==> config.mk <==
export PLATFORM = sky130hd
export DESIGN_NAME = lcm_from_gcd
export DESIGN_NICKNAME = d
export VERILOG_FILES = /design/src/rtl/lcm_from_gcd.sv
export SDC_FILE = /design/constraint.sdc
export NUM_CORES = 1
export LEC_CHECK = 0
export CAP_MARGIN = 25
export CORE_AREA = 2 2 240 301
export DETAILED_ROUTE_END_ITERATION = 10
export DIE_AREA = 0 0 242 303
export SYNTH_ARGS = -nofsm -noshare
export SYNTH_HDL_FRONTEND = slang
export SYNTH_SLANG_ARGS = --single-unit
==> constraint.sdc <==
create_clock -name clk_i -period 9.2 [get_ports clk_i]
set_input_delay 1.84 -clock clk_i [delete_from_list [all_inputs] [get_ports clk_i]]
set_output_delay 1.84 -clock clk_i [all_outputs]
set_load 0.01 [all_outputs]
==> src/rtl/lcm_from_gcd.sv <==
// LCM stage chained after the binary GCD unit: lcm(a, b) = (a / g) * b using a
// restoring divider followed by a shift-add multiplier, with a start/busy/valid handshake.
module lcm_from_gcd #(
    parameter int unsigned WIDTH = 32
) (
    input  logic               clk_i,
    input  logic               rst_ni,
    input  logic               start_i,
    input  logic [WIDTH-1:0]   a_i,
    input  logic [WIDTH-1:0]   b_i,
    input  logic [WIDTH-1:0]   gcd_i,
    output logic               busy_o,
    output logic               valid_o,
    output logic               error_o,
    output logic [2*WIDTH-1:0] lcm_o
);

    localparam int unsigned CW = (WIDTH > 1) ? $clog2(WIDTH) : 1;

    localparam logic [2:0] ST_IDLE  = 3'd0;
    localparam logic [2:0] ST_CHECK = 3'd1;
    localparam logic [2:0] ST_DIV   = 3'd2;
    localparam logic [2:0] ST_MUL   = 3'd3;
    localparam logic [2:0] ST_DONE  = 3'd4;

    logic [2:0]         state_q, state_d;
    logic [WIDTH-1:0]   a_q, a_d;
    logic [WIDTH-1:0]   b_q, b_d;
    logic [WIDTH-1:0]   g_q, g_d;
    logic [WIDTH:0]     rem_q, rem_d;
    logic [WIDTH-1:0]   quo_q, quo_d;
    logic [2*WIDTH-1:0] mcand_q, mcand_d;
    logic [2*WIDTH-1:0] prod_q, prod_d;
    logic [CW-1:0]      cnt_q, cnt_d;
    logic [2*WIDTH-1:0] lcm_q, lcm_d;
    logic               err_q, err_d;

    logic [WIDTH:0]     rem_shift;
    logic [WIDTH:0]     rem_step;
    logic               quo_bit;
    logic [WIDTH-1:0]   quo_next;
    logic [2*WIDTH-1:0] prod_add;
    logic               last_step;

    // One restoring-division step; the extra remainder bit keeps the compare exact.
    always_comb begin
        rem_shift = {rem_q[WIDTH-1:0], a_q[WIDTH-1]};
        quo_bit   = (rem_shift >= {1'b0, g_q});
        rem_step  = quo_bit ? (rem_shift - {1'b0, g_q}) : rem_shift;
        quo_next  = {quo_q[WIDTH-2:0], quo_bit};
        prod_add  = quo_q[0] ? (prod_q + mcand_q) : prod_q;
        last_step = (cnt_q == CW'(WIDTH - 1));
    end

    always_comb begin
        state_d = state_q;
        a_d     = a_q;
        b_d     = b_q;
        g_d     = g_q;
        rem_d   = rem_q;
        quo_d   = quo_q;
        mcand_d = mcand_q;
        prod_d  = prod_q;
        cnt_d   = cnt_q;
        lcm_d   = lcm_q;
        err_d   = err_q;

        case (state_q)
            ST_IDLE: begin
                if (start_i) begin
                    a_d     = a_i;
                    b_d     = b_i;
                    g_d     = gcd_i;
                    lcm_d   = '0;
                    err_d   = 1'b0;
                    state_d = ST_CHECK;
                end
            end
            ST_CHECK: begin
                if (a_q == '0 || b_q == '0) begin
                    lcm_d   = '0;
                    err_d   = 1'b0;
                    state_d = ST_DONE;
                end else if (g_q == '0) begin
                    lcm_d   = '0;
                    err_d   = 1'b1;
                    state_d = ST_DONE;
                end else begin
                    rem_d   = '0;
                    quo_d   = '0;
                    cnt_d   = '0;
                    state_d = ST_DIV;
                end
            end
            ST_DIV: begin
                a_d   = a_q << 1;
                rem_d = rem_step;
                quo_d = quo_next;
                cnt_d = cnt_q + CW'(1);
                if (last_step) begin
                    if (rem_step != '0) begin
                        lcm_d   = '0;
                        err_d   = 1'b1;
                        state_d = ST_DONE;
                    end else begin
                        // Quotient register doubles as the multiplier from here on.
                        mcand_d = {{WIDTH{1'b0}}, b_q};
                        prod_d  = '0;
                        cnt_d   = '0;
                        state_d = ST_MUL;
                    end
                end
            end
            ST_MUL: begin
                prod_d  = prod_add;
                quo_d   = quo_q >> 1;
                mcand_d = mcand_q << 1;
                cnt_d   = cnt_q + CW'(1);
                if (last_step) begin
                    lcm_d   = prod_add;
                    state_d = ST_DONE;
                end
            end
            ST_DONE: begin
                state_d = ST_IDLE;
            end
            default: begin
                state_d = ST_IDLE;
            end
        endcase
    end

    always_ff @(posedge clk_i or negedge rst_ni) begin
        if (!rst_ni) begin
            state_q <= ST_IDLE;
            a_q     <= '0;
            b_q     <= '0;
            g_q     <= '0;
            rem_q   <= '0;
            quo_q   <= '0;
            mcand_q <= '0;
            prod_q  <= '0;
            cnt_q   <= '0;
            lcm_q   <= '0;
            err_q   <= 1'b0;
        end else begin
            state_q <= state_d;
            a_q     <= a_d;
            b_q     <= b_d;
            g_q     <= g_d;
            rem_q   <= rem_d;
            quo_q   <= quo_d;
            mcand_q <= mcand_d;
            prod_q  <= prod_d;
            cnt_q   <= cnt_d;
            lcm_q   <= lcm_d;
            err_q   <= err_d;
        end
    end

    always_comb begin
        busy_o  = (state_q == ST_CHECK) || (state_q == ST_DIV) || (state_q == ST_MUL);
        valid_o = (state_q == ST_DONE);
        error_o = err_q;
        lcm_o   = lcm_q;
    end

endmodule

== Word level (Yosys, flattened, before mapping) ==
Cells that the tools add are included.
Widths: inputs -> output; s select.

* $add $sub $neg: 3
* $mul: 0
* Divide/modulo/power cells: 0
* $lt $le $gt $ge: 1
* Eq/ne operators: 13
* Shift operators: 0
* Mux-type cells: 41
* Bitwise operators: 0
* Reduce and logical (&&, ||, !) cells: 22

{| class="wikitable"
|+ Operators by type and width
! cell !! number
|-
| $mux 64 || 11
|-
| $pmux 64 s2 || 2
|-
| $pmux 64 s4 || 1
|-
| $mux 32 || 5
|-
| $pmux 32 s2 || 2
|-
| $logic_not 32->1 || 3
|-
| $pmux 32 s3 || 1
|-
| $add 64x64->64 || 1
|-
| $ge 33x32->1 || 1
|-
| $mux 33 || 1
|-
| $reduce_bool 33->1 || 1
|-
| $sub 33x32->33 || 1
|-
| $mux 5 || 4
|-
| $mux 3 || 6
|-
| $pmux 5 s3 || 1
|-
| $ne 2x2->1 const B || 7
|-
| $pmux 3 s4 || 1
|-
| $reduce_and 3->1 || 4
|-
| $eq 3x2->1 const B || 2
|-
| $reduce_and 6->1 || 1
|-
| $reduce_bool 2->1 || 3
|-
| $reduce_bool 3->1 || 2
|-
| $add 5x1->5 const B || 1
|-
| $eq 5x5->1 const B || 1
|-
| other kinds (10) || 17
|}

* Register bits after elaboration: 361
* Bits in latches: 0
* Bits in writable memories: 0
* Memory bits (read-only): 0
* Output and inout port bits: 67
* Memories kept: 0

== Depth between registers and ports, before layout ==
Gate-level depths: netlist (run 1).

* Depth after elaboration: 6
* Gate-level depth with buffers: 19

== Worst setup path before layout (run 1) ==
Ideal clock, no wire load.

* Kind: register -> register
* From: register a_q[31]
* To: register prod_q[40]
* Data arrival time: 4.217 ns
* Data required time: 9.079 ns
* Slack: 4.862 ns
* Stages on the path, launching flop included: 17
* Clock period less this slack: 4.338 ns
* Path through: dfrtp_1 -> inv_1 -> ha_1 -> fa_1 -> nand2b_1 -> a211o_1 -> a211o_1 -> o31ai_4 -> xor2_1 -> or4_1 -> o41ai_2 -> nand4_2 -> o31a_1 -> buf_2 -> or2_1 -> buf_6 -> a22o_1

* Word-level cells in the longest chain between the ends: 5
* Elaborated cells between the ends (all ways): 6

{| class="wikitable"
|+ Ends and longest elaborated chain
! what !! line !! text
|-
| start, declared || 27 || <nowiki>logic [WIDTH-1:0] a_q, a_d;</nowiki>
|-
| start signal, assigned || 136 || <nowiki>a_q <= '0;</nowiki>
|-
| start signal, assigned || 148 || <nowiki>a_q <= a_d;</nowiki>
|-
| $sub 33x32->33 / $ge 33x32->1 (equally long branches) || 49, 48 ||
|-
| $mux 33 (*) || 49 || <nowiki>rem_step = quo_bit ? (rem_shift - {1'b0, g_q}) : rem_shift;</nowiki>
|-
| $reduce_bool 33->1 (*) || 101 || <nowiki>if (rem_step != '0) begin</nowiki>
|-
| $ne 2x2->1 (no source line) (*) || -- ||
|-
| $reduce_and 3->1 (no source line) (*) || -- ||
|-
| end signal, assigned || 154 || <nowiki>prod_q <= prod_d;</nowiki>
|-
| end, declared || 33 || <nowiki>logic [2*WIDTH-1:0] prod_q, prod_d;</nowiki>
|}

Every way passes the cells marked *; elsewhere a longest branch is shown, timed or not.
A chain may end at the register's enable or synchronous reset.

== Final worst setup path (run 1) ==
* From: register g_q[14]
* To: register prod_q[54]

* Word-level cells in the longest chain between the ends: 5
* Elaborated cells between the ends (all ways): 6

{| class="wikitable"
|+ Ends and longest elaborated chain
! what !! line !! text
|-
| start, declared || 29 || <nowiki>logic [WIDTH-1:0] g_q, g_d;</nowiki>
|-
| start signal, assigned || 150 || <nowiki>g_q <= g_d;</nowiki>
|-
| $sub 33x32->33 / $ge 33x32->1 (equally long branches) || 49, 48 ||
|-
| $mux 33 (*) || 49 ||
|-
| $reduce_bool 33->1 (*) || 101 ||
|-
| $ne 2x2->1 (no source line) (*) || -- ||
|-
| $reduce_and 3->1 (no source line) (*) || -- ||
|}

Marks and branches as above.

==> run_results.csv, run 1 <==
group,metric,value,unit
run_status,outcome,"finished, final reports clean",
place,placed_cell_area,23600,sq um
die,fp.dieW,242,microns
power,combinationalPowerShare,0.487,
drt,vias,17500,
run,drv_cap,0,
die,die_height,303,microns
power,net-switching-power,3.53,mW
power,intPower,4.51,mW
synth,synth_fp_nets,2432,
sta,max_slew_margin,0.381,
place,io_buffers,165,
power,p_leak,11.4,nW
drt,avgViaCountPerCell,5.29,
synth,synth_edf_count,0,
clock_tree,hold_buffers,0,
final_layout,utilization,0.355,
clock_tree,cts_setup_buffers,0,
clock_tree,cts-root-buf,"clkbuf_16",
final_layout,fillers,7206,
synth,synthDistinctLibCells,79,
critical_path,r2r_setup_slack,3.37,ns
clock_tree,clkTransAtPathRegs,0.06,ns
clock_tree,cts_max_level,2,
power,peakVddDrop,0.000162,V
synth,seq_area_frac_synth,0.430,
critical_path,path_class,"register to register",
drt,drt_iter0_drc,1202,
sta,tightest_slew,0.925,ns
sta,fin_crit_sh,0.634,
sta,min_period,5.83,ns
die,dieArea,73300,sq um
die,io_pins,166,
power,power.share.sequential,0.301,
sta,finClkSkew,0.0475,ns
final_layout,synthToLayoutAreaGrowth,19.1,%
drt,drcViolationCount,0,
sta,fin_setup_tns,0,ns
grt,grt_overflow_total,0,
drt,routed_wl,64200,microns
place,place.gp.congestion,0.924,
die,start_util,0.298,
clock_tree,cts.path.max_buffers,3,
drt,ant_nets,0,
grt,grt_pass1_wl,102000,microns
die,rows,109,
power,p_clk_frac,0.213,
final_layout,design_area,25000,sq um
sta,slew_viol_final,0,
synth,synthCells,2234,
synth,ys_async_sr_fraction,1.00,
place,dp_hpwl,46700,microns
critical_path,crit_path_end_kind,"register",
final_layout,layout_common_cells,"dfrtp_1, nand2_1, clkdlybuf4s50_1",
clock_tree,cts_resized,0,
sta,max_freq,171,MHz
drt,drt_first_pass_iters,5,
clock_tree,cts_sinks,361,
drt,wl_per_cell,19.4,microns
synth,avgSynthCellArea,9.40,sq um
final_layout,layout-drive-gt1-share,0.0898,
grt,grtUsageTotal,0.173,
power,swShare,0.439,
synth,synth_area,21000,sq um
die,core_area,70400,sq um
sta,hold_violations,0,
grt,grt_max_degree,162,
final_layout,nets,2539,
critical_path,start_kind,"register",
clock_tree,clk_latency,0.59,ns
critical_path,crit_arrival,6.27,ns
critical_path,cp_max_fo,86,
clock_tree,cts_tree,"yes",
final_layout,final_common_cell,"dfrtp_1",
grt,antenna_found_initial,2,
grt,grt_pass1_vias,17900,
sta,setup_violations,0,
hold_path,hold_path_class,"register to register",
critical_path,worstPathRequired,9.64,ns
synth,synth_warnings,0,
sta,rsz0062_at_grt,"no",
synth,ys.flop_type,"dfrtp_1",
synth,ys_ff_latch,361,
power,power_density,321,nW/um^2
final_layout,insertedDiodeCount,0,
clock_tree,cts-buffers-inserted,41,
==> state kept, by name, indices dropped and copies added, names as in the netlist, 3 cells and up <==
signal and flops:
state_q 3, lcm_o 64, prod_q 64, quo_q 32
rem_q 32, a_q 32, g_q 32, mcand_q 64
b_q 32, cnt_q 5
==> cell families (layout without fill, tap and decap cells) <==
family                     Yosys count  in the layout  share of synthesized area
DFF                                361            361                      0.430
and+or+nand+nor                    665            665                      0.149
muxes                              155            155                     0.0790
AOI/OAI and AO/OA                  686            686                      0.214
adders and majority gates           99             99                     0.0597
xor gates and xnor gates            80             80                     0.0334
buffers and inverters              188            326                     0.0350
==> path summary, 6_finish.rpt <==
path,end,from,cells after the start
min in group asynchronous,g_q[26]$_DFFE_PN0P_,rst_ni,1
min,a_q[26]$_DFFE_PN0P_,a_q[26]$_DFFE_PN0P_,2
max in group asynchronous,prod_q[59]$_DFFE_PN0P_,rst_ni,2
max reg2reg,prod_q[54]$_DFFE_PN0P_,g_q[14]$_DFFE_PN0P_,14
min reg2reg,a_q[26]$_DFFE_PN0P_,a_q[26]$_DFFE_PN0P_,2
max,prod_q[54]$_DFFE_PN0P_,g_q[14]$_DFFE_PN0P_,14
==> area by class of cell <==
class                      count  area (sq um)  share of cell area
multi-input combinational   1685         11300               0.450
clock inverter                14           168             0.00671
sequential                   361          9040               0.361
clock buffer                  60          1240              0.0495
timing repair buffer         190          1880              0.0754
inverter                      62           233             0.00931
tap                          943          1180              0.0472
==> metal layers <==
layer	part of all wire	wire length [microns]	vias up	GRT usage
met1	0.42	27300	8686	0.213
met3	0.044	2860	84	0.0241
li1	-	-	8353	-
met4	0.026	1640	0	0.0525
met5	0	0	-	0
met2	0.51	32500	402	0.314
==> power by group through the flow <==
| stage | clock, mW | combinational [mW] | sequential, mW |
|---|---|---|---|
| 5_1_grt | 1.83 | 4.31 | 2.47 |
| 3_5_place_dp | 0 | 3.88 | 2.44 |
| 3_3_place_gp | 0 | 3.82 | 2.43 |
| 4_1_cts | 1.76 | 3.91 | 2.41 |
| 2_1_floorplan | 0 | 2.88 | 2.27 |
| 6_report | 1.71 | 3.91 | 2.42 |
==> Yosys cell counts, types with 34 or more instances <==
cell type | number | share of area
a21o_1 | 93 | 0.033
a21oi_1 | 145 | 0.035
a22o_1 | 50 | 0.021
a22oi_1 | 39 | 0.014
clkbuf_1 | 101 | 0.018
dfrtp_1 | 361 | 0.43
ha_1 | 97 | 0.058
inv_1 | 61 | 0.011
mux2_2 | 85 | 0.046
mux2i_1 | 70 | 0.033
nand2_1 | 285 | 0.051
nor2_1 | 132 | 0.024
nor2b_1 | 43 | 0.013
nor4_1 | 34 | 0.010
o21ai_0 | 150 | 0.036
o22ai_1 | 61 | 0.018
xnor2_1 | 50 | 0.021
==> stage by stage <==
step	power, mW	instances	hold WS (ns)	worst slack [ns]
6_report	8.03	3315	0.504	3.37
5_1_grt	8.61	3315	0.523	3.06
4_1_cts	8.08	3315	0.509	3.38
3_5_place_dp	6.32	3241	0.493	3.46
3_3_place_gp	6.25	3239	0.474	3.49
2_1_floorplan	5.16	2234	0.456	4.86
==> critical path: stages, from the launching register on <==
cell	delay, ns
dfrtp_1	0.36
inv_1	0.07
ha_1	0.40
a21oi_2	0.46
o21ai_1	0.22
and3_1	0.29
o31ai_2	0.44
nand2_1	0.42
mux2i_1	0.32
nor4b_1	0.46
nand4_2	0.31
o31a_2	0.64
buf_4	0.45
or2_1	0.49
a22o_1	0.28
Power figures use the tool's default switching activity.
==> run 2, diff against run 1 <==
Clock period 9.2 ns to 5.8 ns, I/O delays scaled along.
==> run 2 against run 1 <==
Effect of this change: die area did not move; utilization barely moved; sequential power rose by 59%; non-clock buffer count rose by 3; via count rose by 0.46%; final area fell by 0.11%; worst hold slack got worse by 0.0018 ns; flip-flop and latch count did not move; clock skew fell by 0.0064 ns; highest routed layer unchanged.
==> run_results.csv, run 2 (synthesis gave the netlist of run 1 again) <==
group,metric,value,unit
power,total_power,12.6,mW
drt,wl_met2,32200,microns
power,p_clk_frac,0.203,
power,intPower,7.06,mW
grt,grt_overflow_total,0,
sta,fin_setup_tns,0,ns
drt,routed_wl,64200,microns
die,die_height,303,microns
final_layout,design_area,25000,sq um
sta,setup_violations,0,
clock_tree,cts_setup_buffers,0,
grt,antenna_found_initial,3,
clock_tree,cts-root-buf,"clkbuf_16",
power,swShare,0.442,
grt,grt_pass1_vias,17700,
power,power.share.sequential,0.304,
clock_tree,clkTransAtPathRegs,0.07,ns
clock_tree,cts_sinks,361,
critical_path,start_kind,"register",
drt,drcViolationCount,0,
final_layout,layout-drive-gt1-share,0.0898,
sta,slew_viol_final,0,
place,dp_hpwl,46800,microns
hold_path,hold_path_class,"register to register",
power,combinationalPowerShare,0.493,
grt,grt_max_degree,129,
final_layout,insertedDiodeCount,0,
drt,wl_met3,2620,microns
critical_path,crit_arrival,5.79,ns
sta,worst_slack,0.487,ns
final_layout,final_common_cell,"dfrtp_1",
drt,wl_per_cell,19.4,microns
clock_tree,clk_latency,0.59,ns
grt,grt_pass1_wl,101000,microns
clock_tree,hold_buffers,0,
critical_path,r2r_cells,14,
die,fp.dieW,242,microns
hold_path,min_from,"cnt_q[4]$_DFFE_PN0P_",
power,power_density,506,nW/um^2
critical_path,worstPathRequired,6.27,ns
critical_path,worstReg2RegStart,"a_q[31]$_DFFE_PN0P_",
sta,hold_violations,0,
die,core_area,70400,sq um
sta,max_freq,188,MHz
drt,drt_first_pass_iters,5,
die,rows,109,
sta,fin_crit_sh,0.916,
sta,tightest_slew,1.09,ns
power,peakVddDrop,0.000349,V
die,dieArea,73300,sq um
sta,max_slew_margin,0.275,
place,place.gp.congestion,0.936,
drt,vias,17600,
drt,ant_nets,0,
sta,rsz0062_at_grt,"no",
place,placed_cell_area,23700,sq um
hold_path,whs_path_depth,2,
clock_tree,cts.path.max_buffers,3,
drt,drt_iter0_drc,1121,
power,p_leak,11.4,nW
drt,drt-met1-wl,27500,microns
clock_tree,cts_resized,0,
clock_tree,cts_tree,"yes",
place,preCtsSetupSlack,0.556,ns
drt,top_layer_used,"met4",
run_status,outcome,"finished, final reports clean",
final_layout,layout_common_cells,"dfrtp_1, nand2_1, clkdlybuf4s50_1",
place,io_buffers,165,
clock_tree,cts-buffers-inserted,39,
critical_path,path_class,"register to register",
power,net-switching-power,5.59,mW
final_layout,synthToLayoutAreaGrowth,19.0,%
final_layout,nets,2540,
grt,grtUsageTotal,0.172,
die,start_util,0.298,
die,io_pins,166,
critical_path,startpoint,"a_q[31]$_DFFE_PN0P_",
sta,finClkSkew,0.0411,ns
run,drv_cap,0,
critical_path,cp_max_fo,32,
drt,avgViaCountPerCell,5.31,
clock_tree,cts_max_level,2,
critical_path,crit_path_end_kind,"register",
sta,min_period,5.31,ns
-- run 2: cell count changes in the layout (fill, tap and decap cells not counted) --
cell	previous run	this run
inv_8	0	1
clkbuf_16	42	39
clkbuf_8	12	6
buf_12	1	4
clkinv_8	0	1
inv_6	4	1
clkinv_2	5	7
clkinvlp_4	0	4
bufinv_16	2	3
-- run 2: through the flow --
step                std cells  utilization  hold slack [ns]
finish                   3315        0.355            0.502
floorplan                2234            -            0.456
global route             3315        0.355            0.524
global placement         3242        0.336            0.478
detailed placement       3244        0.336            0.490
CTS                      3315        0.355            0.505
-- run 2: power by group through the flow --
stage / sequential (mW) / combinational, mW / clock (mW)
2_1_floorplan: 3.60 / 4.57 / 0
5_1_grt: 3.92 / 6.85 / 2.75
4_1_cts: 3.83 / 6.22 / 2.66
3_5_place_dp: 3.87 / 6.17 / 0
3_3_place_gp: 3.86 / 6.09 / 0
6_report: 3.84 / 6.23 / 2.57
-- run 2: metal layers --
metal  vias up  global-route usage
li1       8344                   -
met1      8731               0.216
met2       430               0.308
met3       100              0.0218
met4         0              0.0557
met5         -                   0
-- run 2: path summary, 6_finish.rpt --
check	to	slack, ns
max	prod_q[40]$_DFFE_PN0P_	0.49
min	cnt_q[4]$_DFFE_PN0P_	0.50
max reg2reg	prod_q[40]$_DFFE_PN0P_	0.49
min reg2reg	cnt_q[4]$_DFFE_PN0P_	0.50
max in group asynchronous	prod_q[18]$_DFFE_PN0P_	3.86
min in group asynchronous	g_q[29]$_DFFE_PN0P_	0.69
-- run 2: layout make-up --
type / instances / area (sq um)
fillers: 7184 / 45400
multi-input cells: 1685 / 11300
flip-flops and latches: 361 / 9040
repair buffers: 193 / 1940
well taps: 943 / 1180
clock buffers: 51 / 1080
clock inverters: 20 / 239
inverters: 62 / 233
-- run 2: critical path: stages (launching register included) --
cell and delay (ns):
dfrtp_1 0.44, inv_1 0.07, ha_1 0.23, fa_1 0.40, nand2b_1 0.18, a211o_1 0.32, a211o_1 0.36, o31ai_4 0.41
xor2_1 0.15, or4_1 0.58, o41ai_2 0.34, nand4_2 0.28, o31a_2 0.65, or2_1 0.49, a22o_1 0.31
==> run 3, diff against run 2 <==
Settings changed: MAX_ROUTING_LAYER set to met4, TNS_END_PERCENT set to 30.
==> run 3 against run 2 <==
Effect of this change: non-clock buffer count increased by 2; register-to-register slack improved by 0.14 ns; flip-flop and latch count stayed put; first-iteration DRC count grew 1.1%; global-route usage rose by 0.75 points; sequential share of layout area down 0.20 points; critical endpoint is now lcm_o[12]$_DFFE_PN0P_; largest cell class unchanged.
==> run_results.csv, run 3 (synthesis gave the netlist of run 1 again) <==
group,metric,value,unit
final_layout,synthToLayoutAreaGrowth,19.6,%
critical_path,crit_arrival,5.62,ns
grt,grt_pass1_wl,103000,microns
final_layout,layout_common_cells,"dfrtp_1, nand2_1, clkdlybuf4s50_1",
drt,drcViolationCount,0,
grt,grt_pass1_vias,18200,
sta,max_slew_margin,0.401,
critical_path,path_class,"register to register",
drt,drt_first_pass_iters,5,
power,power_density,511,nW/um^2
run_status,outcome,"finished, final reports clean",
clock_tree,clk_latency,0.58,ns
clock_tree,clkTransAtPathRegs,0.07,ns
place,place.gp.congestion,0.946,
drt,ant_nets,0,
power,peakVddDrop,0.000274,V
sta,worst_slack,0.630,ns
final_layout,nets,2543,
drt,vias,17400,
die,die_height,303,microns
hold_path,hold_path_class,"register to register",
power,p_leak,11.5,nW
critical_path,crit_path_end_kind,"register",
die,start_util,0.298,
grt,antenna_found_initial,2,
clock_tree,cts.path.max_buffers,3,
sta,hold_violations,0,
final_layout,insertedDiodeCount,0,
drt,drt_iter0_drc,1133,
sta,slew_viol_final,0,
grt,grt_max_degree,129,
place,io_buffers,165,
die,core_area,70400,sq um
final_layout,design_area,25100,sq um
run,drv_cap,0,
place,preCtsSetupSlack,0.626,ns
clock_tree,cts_max_level,2,
die,io_pins,166,
clock_tree,hold_buffers,0,
die,fp.dieW,242,microns
sta,max_freq,193,MHz
clock_tree,cts_resized,0,
critical_path,cp_max_fo,52,
sta,setup_violations,0,
sta,fin_setup_tns,0,ns
drt,avgViaCountPerCell,5.25,
sta,finClkSkew,0.0459,ns
final_layout,fillers,7142,
final_layout,layout-drive-gt1-share,0.0921,
clock_tree,cts_tree,"yes",
sta,rsz0062_at_grt,"no",
drt,wl_per_cell,19.4,microns
clock_tree,cts-buffers-inserted,40,
sta,tightest_slew,0.891,ns
clock_tree,cts_setup_buffers,0,
critical_path,worstPathRequired,6.25,ns
critical_path,start_kind,"register",
place,dp_hpwl,46900,microns
die,dieArea,73300,sq um
place,placed_cell_area,23700,sq um
grt,grtUsageTotal,0.180,
die,rows,109,
clock_tree,cts_sinks,361,
final_layout,multiInputGateArea,11300,sq um
final_layout,regArea,9040,sq um
clock_tree,cts-root-buf,"clkbuf_16",
sta,min_period,5.17,ns
sta,fin_crit_sh,0.891,
grt,grt_overflow_total,0,
drt,routed_wl,64300,microns
final_layout,final_common_cell,"dfrtp_1",
[run 3: worst max-delay path, cell delays in order (launching register included)]
cell and delay, ns:
dfrtp_1 0.43, inv_1 0.07, ha_1 0.23, fa_1 0.39, nand2b_1 0.18, a211o_1 0.31
a211o_1 0.34, o31ai_4 0.38, xor2_1 0.16, or4_1 0.54, o41ai_2 0.38, nand4_2 0.28
nor3_1 0.52, nor2_4 0.07, buf_4 0.34, mux2_2 0.38
[run 3: cell type report]
| cell class | count | share of cell area |
|---|---|---|
| clock inverter | 19 | 0.0115 |
| tap | 943 | 0.0470 |
| timing repair buffer | 195 | 0.0780 |
| clock buffer | 55 | 0.0461 |
| inverter | 62 | 0.00927 |
| sequential | 361 | 0.360 |
| multi-input combinational | 1685 | 0.448 |
[run 3: worst paths after layout]
kind                       cells past startpoint  slack (ns)                   from                endpoint
setup reg to reg                              15        0.63    a_q[31]$_DFFE_PN0P_   lcm_o[12]$_DFFE_PN0P_
min in group asynchronous                      1        0.55                 rst_ni   rem_q[22]$_DFFE_PN0P_
setup / recovery                              15        0.63    a_q[31]$_DFFE_PN0P_   lcm_o[12]$_DFFE_PN0P_
max in group asynchronous                      2        4.06                 rst_ni  prod_q[43]$_DFFE_PN0P_
hold reg to reg                                2        0.50  prod_q[4]$_DFFE_PN0P_   prod_q[4]$_DFFE_PN0P_
hold / removal                                 2        0.50  prod_q[4]$_DFFE_PN0P_   prod_q[4]$_DFFE_PN0P_
[run 3: power by group]
group	switching (mW)	internal (mW)
Combinational	3.81	2.41
Clock	1.10	1.68
Sequential	0.651	3.19
Total	5.57	7.27
[run 3: layer usage]
layer | track usage | routed length, microns | up-vias
met5 | - | 0 | -
met4 | 0.0525 | 1620 | 0
met3 | 0.0247 | 2390 | 83
met2 | 0.313 | 32000 | 331
met1 | 0.218 | 28200 | 8666
li1 | - | - | 8344
[run 3: per-stage QoR]
stage               cells  hold WS [ns]  total power [mW]  utilization
finish               3320         0.497              12.8        0.357
global route         3320         0.512              13.8        0.357
CTS                  3320         0.500              12.9        0.357
detailed placement   3246         0.486              10.0        0.336
global placement     3244         0.475              9.95        0.336
floorplan            2234         0.456              8.18            -
